$ cat src/rtl/tetris_pkg.sv
// Shared piece IDs and scheduler state encoding for the tetromino pipeline.
package tetris_pkg;

    localparam int PIECE_W = 3;

    localparam logic [PIECE_W-1:0] PIECE_NONE = 3'd0;
    localparam logic [PIECE_W-1:0] PIECE_I    = 3'd1;
    localparam logic [PIECE_W-1:0] PIECE_J    = 3'd2;
    localparam logic [PIECE_W-1:0] PIECE_L    = 3'd3;
    localparam logic [PIECE_W-1:0] PIECE_O    = 3'd4;
    localparam logic [PIECE_W-1:0] PIECE_S    = 3'd5;
    localparam logic [PIECE_W-1:0] PIECE_T    = 3'd6;
    localparam logic [PIECE_W-1:0] PIECE_Z    = 3'd7;

    typedef enum logic {
        S_FILL,
        S_FULL
    } sched_state_t;

endpackage

$ cat src/rtl/piece_fifo.sv
// Shift-register piece queue: head in slot 0, push lands just above the
// surviving entries, pop shifts everything down and clears the top slot.
module piece_fifo #(
    parameter int DEPTH = 3,
    parameter int PW    = 3
) (
    input  logic              clk,
    input  logic              rst,
    input  logic              push,
    input  logic              pop,
    input  logic [PW-1:0]     wdata,
    output logic [PW*DEPTH-1:0] slots,
    output logic [2:0]        count
);

    logic [PW-1:0] mem      [DEPTH];
    logic [PW-1:0] mem_next [DEPTH];
    logic [2:0]    count_next;
    logic [2:0]    wr_idx;

    // NOTE: every output of this block gets a default first, so no path can
    // leave a value unassigned and infer a latch.
    always_comb begin
        mem_next   = mem;
        count_next = count;
        wr_idx     = count - {2'b00, pop};
        if (pop) begin
            for (int i = 0; i < DEPTH - 1; i++) begin
                mem_next[i] = mem[i+1];
            end
            mem_next[DEPTH-1] = '0;
            count_next        = count - 3'd1;
        end
        if (push) begin
            for (int i = 0; i < DEPTH; i++) begin
                if (3'(i) == wr_idx) begin
                    mem_next[i] = wdata;
                end
            end
            count_next = count_next + 3'd1;
        end
    end

    // NOTE: the storage is reset, not just the count, because empty slots
    // are visible on the preview bus and must read as "no piece".
    always_ff @(posedge clk) begin
        if (rst) begin
            for (int i = 0; i < DEPTH; i++) begin
                mem[i] <= '0;
            end
            count <= 3'd0;
        end else begin
            mem   <= mem_next;
            count <= count_next;
        end
    end

    always_comb begin
        slots = '0;
        for (int i = 0; i < DEPTH; i++) begin
            slots[i*PW +: PW] = mem[i];
        end
    end

endmodule

$ cat src/rtl/piece_scheduler.sv
// Samples the free-running piece counter into a look-ahead queue and serves
// pop requests. Define PIECE_SCHED_NO_REPEAT_EN to reject back-to-back repeats.
module piece_scheduler
    import tetris_pkg::*;
#(
    parameter int DEPTH = 3,
    parameter int PW    = PIECE_W
) (
    input  logic                clk,
    input  logic                rst,
    input  logic [2:0]          rand_in,
    input  logic                pop,
    output logic [PW-1:0]       piece_out,
    output logic                piece_valid,
    output logic [PW*DEPTH-1:0] preview,
    output logic [2:0]          count,
    output logic                full
);

    localparam logic [2:0] DEPTH_C = 3'(DEPTH);

    sched_state_t  state, state_next;
    logic          pend;
    logic          accept;
    logic          push;
    logic          sample_ok;
    logic [2:0]    count_after;
    logic [2:0]    count_next;
    logic [PW-1:0] sample;

    assign sample = PW'(rand_in);
    assign full   = (count == DEPTH_C);

`ifdef PIECE_SCHED_NO_REPEAT_EN
    logic [PW-1:0] last_piece;

    // The most recently written piece is the tail, or the last delivered
    // piece once the queue has drained.
    always_comb begin
        last_piece = piece_out;
        for (int i = 0; i < DEPTH; i++) begin
            if (3'(i + 1) == count) begin
                last_piece = preview[i*PW +: PW];
            end
        end
    end

    assign sample_ok = (sample != '0) && (sample != last_piece);
`else
    assign sample_ok = (sample != '0);
`endif

    always_comb begin
        accept      = (pop | pend) && (count != 3'd0);
        count_after = count - {2'b00, accept};
        // A pop from a full queue reopens a slot in the same cycle.
        push        = sample_ok && (count_after < DEPTH_C)
                      && ((state == S_FILL) || accept);
        count_next  = count_after + {2'b00, push};

        state_next = state;
        unique case (state)
            S_FILL: if (!accept && count_next == DEPTH_C) state_next = S_FULL;
            S_FULL: if (accept) state_next = S_FILL;
            default: state_next = S_FILL;
        endcase
    end

    // NOTE: state registers use non-blocking assignments so every flop
    // samples the pre-edge values regardless of statement order.
    always_ff @(posedge clk) begin
        if (rst) begin
            state       <= S_FILL;
            pend        <= 1'b0;
            piece_out   <= '0;
            piece_valid <= 1'b0;
        end else begin
            state       <= state_next;
            pend        <= !accept && (pend | pop);
            piece_valid <= accept;
            if (accept) begin
                piece_out <= preview[PW-1:0];
            end
        end
    end

    piece_fifo #(
        .DEPTH (DEPTH),
        .PW    (PW)
    ) u_fifo (
        .clk   (clk),
        .rst   (rst),
        .push  (push),
        .pop   (accept),
        .wdata (sample),
        .slots (preview),
        .count (count)
    );

endmodule

$ cat config.mk
export PLATFORM = sky130hd
export DESIGN_NAME = piece_scheduler
export DESIGN_NICKNAME = d
export VERILOG_FILES = /design/src/rtl/tetris_pkg.sv /design/src/rtl/piece_fifo.sv /design/src/rtl/piece_scheduler.sv
export SDC_FILE = /design/constraint.sdc
export NUM_CORES = 1
export LEC_CHECK = 0
export ABC_AREA = 1
export CAP_MARGIN = 20
export CORE_MARGIN = 2
export CORE_UTILIZATION = 42
export CTS_CLUSTER_SIZE = 25
export DETAILED_ROUTE_END_ITERATION = 12
export GPL_TIMING_DRIVEN = 1
export PLACE_DENSITY = 0.68
export SKIP_LAST_GASP = 1
export SLEW_MARGIN = 20
export SYNTH_ARGS = -nofsm -noshare
export SYNTH_HDL_FRONTEND = slang
export SYNTH_SLANG_ARGS = --single-unit
$ cat constraint.sdc
create_clock -name clk -period 3.8 [get_ports clk]
set_input_delay 0.76 -clock clk [delete_from_list [all_inputs] [get_ports clk]]
set_output_delay 0.76 -clock clk [all_outputs]
set_load 0.02 [all_outputs]
==> metrics <==
cell area after layout=between 1000 and 1500 sq um; most frequent cells in the layout=nand2_1, nor2_1, clkdlybuf4s50_1; Syn Inst Count=164; Critical Path Stages=17; met1 WL=1070 um; die height=54.9 um; Max FO, Critical Path=19; Clock power frac=9.0%; synthesized area=approximately 1100 sq um; largest net degree at the start of global routing=20; H-tree levels=1; switching pwr=0.667 mW; post_cts resized=0; clk root buf=clkbuf_4; top routing layer in use=met4; critical path's largest stage delay=0.40 ns; number of synthesized register bits=18; total power=roughly 1.3 mW; Clock Skew=0.00102 ns; endpoints failing setup=0; RePlAce Congestion=around 0.89; top cell type by total area after synthesis=dfxtp_1; first-pass GRT wire length=roughly 3800 um; pwr/cell area=977 nW/um^2; routed vias/inst=around 4.6; critical path class=in2reg; nets@finish=~200; most common cell after layout, fill and taps aside=nand2_1; Setup TNS=0 ns; Mapped Nets=~180; Critical Path AT=3.33 ns; CTS Sinks=18; max_cap viols=0; Peak VDD IR=slightly above 0.0006 V; Routed Antenna Nets=0; critical-path cell list=clkdlybuf4s50_1, inv_1, nand2_1, nand2_4, inv_4, ha_1, ha_1, inv_1, nand2_1, nand2_1, nor2_8, nand2_1, inv_2, ha_1, ha_1, nand4_1, a21oi_1; final hold vios=0; diode count=0; Placed Area=around 1300 sq um; syn avg cell area=6.64 sq um; CTS max path bufs=2; top cells by area, synth=dfxtp_1, nand2_1, ha_1; DRC=0; Detailed Place HPWL=1750 um; portion of total power attributed to sequential cells=23.5%; initial DRC count=14; GRT Overall Usage=17.4%; final core utilization=55.2%; slew margin rel.=66.3%; crit start category=primary input; CP required=4.03 ns; postcts setup bufs=0; Die Width=54.9 um; core footprint=2480 sq um; area delta synth->final=25.5%; Leak=0.714 nW; Initial DRT Pass Iterations=4; gr ovfl total=0; Clock transition at path regs=0.10 ns; Tcrit/Tclk final=81.4%; Detailed Route WL=2260 um; Final Max Slew Viols=0; WHS Path Cells=2; RSZ-0062 raised after global routing=no; Yosys cell types=21; Syn. warnings=0; worst-path cell with the longest stage delay=clkdlybuf4s50_1; Reg2Reg Depth=17; I/O Pins=23; initial antenna violation count=0; IO buf count=22; HP Class=reg2reg; Buffers & Inverters on Critical Path=5; fraction of layout cells with a size suffix above 1=10.6%; Final Critical Period=just over 3 ns; top cell type's share of synthesized area=33.1%; CTS buffer count=3; status=complete, no violations; Starting Density=43.9%; clk_lat worst skew=a little under 0.3 ns; vias in the first global route=915; crit end category=flop; Met2 Wirelength=1080 um; fmax=0.323 GHz; via count=~1000; register area share after synthesis=33.1%; slew at the pin with the worst max-slew slack=0.506 ns; cts hold-fix bufs=0; Net Sw Frac=50.0%; Site Rows=18; DR WL/cell=10.4 um; Internal Power=about 0.67 mW; WL met3=84 um; cell family with most CP delay=adder cells; DIE AREA=slightly above 3000 sq um; Fill cells=268; Comb pwr share=between 60% and 70%; CTS tree=built
[final cells by class]
type,count,area [sq um],area share [%]
clock buffers,4,36.3,2.66
well taps,30,37.5,2.75
inverters,24,92.6,6.78
multi-input cells,120,619,45.3
flip-flops and latches,18,360,26.4
repair buffers,22,220,16.1
[logic make-up (layout without fill, tap and decap cells)]
| group | count (synthesis) | count (layout) | synth area share (%) |
|---|---|---|---|
| xor+xnor | 1 | 1 | 0.805 |
| fa+ha+maj | 9 | 9 | 10.3 |
| buf+inv | 26 | 50 | 10.0 |
| compound gates | 4 | 4 | 2.18 |
| simple gates | 106 | 106 | 43.6 |
| flops | 18 | 18 | 33.1 |
[power groups by stage]
stage / sequential (mW) / clock, mW / combinational, mW
after floorplan: 0.384 / 0 / 0.599
after global placement: 0.320 / 0 / 0.883
after detailed placement: 0.320 / 0 / 0.902
after CTS: 0.316 / 0.125 / 0.908
after global routing: 0.323 / 0.133 / 1.03
final: 0.314 / 0.120 / 0.901
[sequential cells by signal, summed over array words and instances, names as in the netlist]
register,count
u_fifo.slots,9
piece_out,3
u_fifo.count,3
piece_valid,1
state,1
pend,1
[layer usage]
layer | GRT usage (%) | vias up
li1 | - | 540
met5 | 0 | -
met1 | 21.5 | 441
met4 | 3.66 | 0
met2 | 30.2 | 17
met3 | 4.84 | 5
[worst reg2reg max path, delay by kind of cell (launching register included)]
kind,cells,cell delay [ns]
AO/OA/AOI/OAI,1,0.12
flip-flops,1,0.34
AND/OR/NAND/NOR,7,0.76
buffers and inverters,4,0.39
adder cells (fa/ha/maj),5,1.15
[cell usage after synthesis (all sizes together)]
cell   instances
xor2           1
o21ai          3
ha             9
dfxtp         18
nand3          8
nand2         66
a21oi          1
inv           24
nand4          1
nor2          31
buf            2
[metrics by stage]
step | setup slack [ns] | instances | hold slack (ns)
6_report | 0.705 | 218 | 0.468
5_1_grt | 0.461 | 218 | 0.510
4_1_cts | 0.687 | 218 | 0.475
3_5_place_dp | 0.367 | 214 | 0.455
3_3_place_gp | 0.482 | 214 | 0.454
2_1_floorplan | 1.08 | 164 | 0.461
[final timing paths]
path / from / endpoint / slack [ns]
worst max register to register: u_fifo.count[0] / state / 0.98
worst min register to register: u_fifo.slots[1] / piece_out[1] / 0.47
worst min-delay path: u_fifo.slots[1] / piece_out[1] / 0.47
worst max-delay path: pop / state / 0.70
Power figures use the tool's default switching activity.
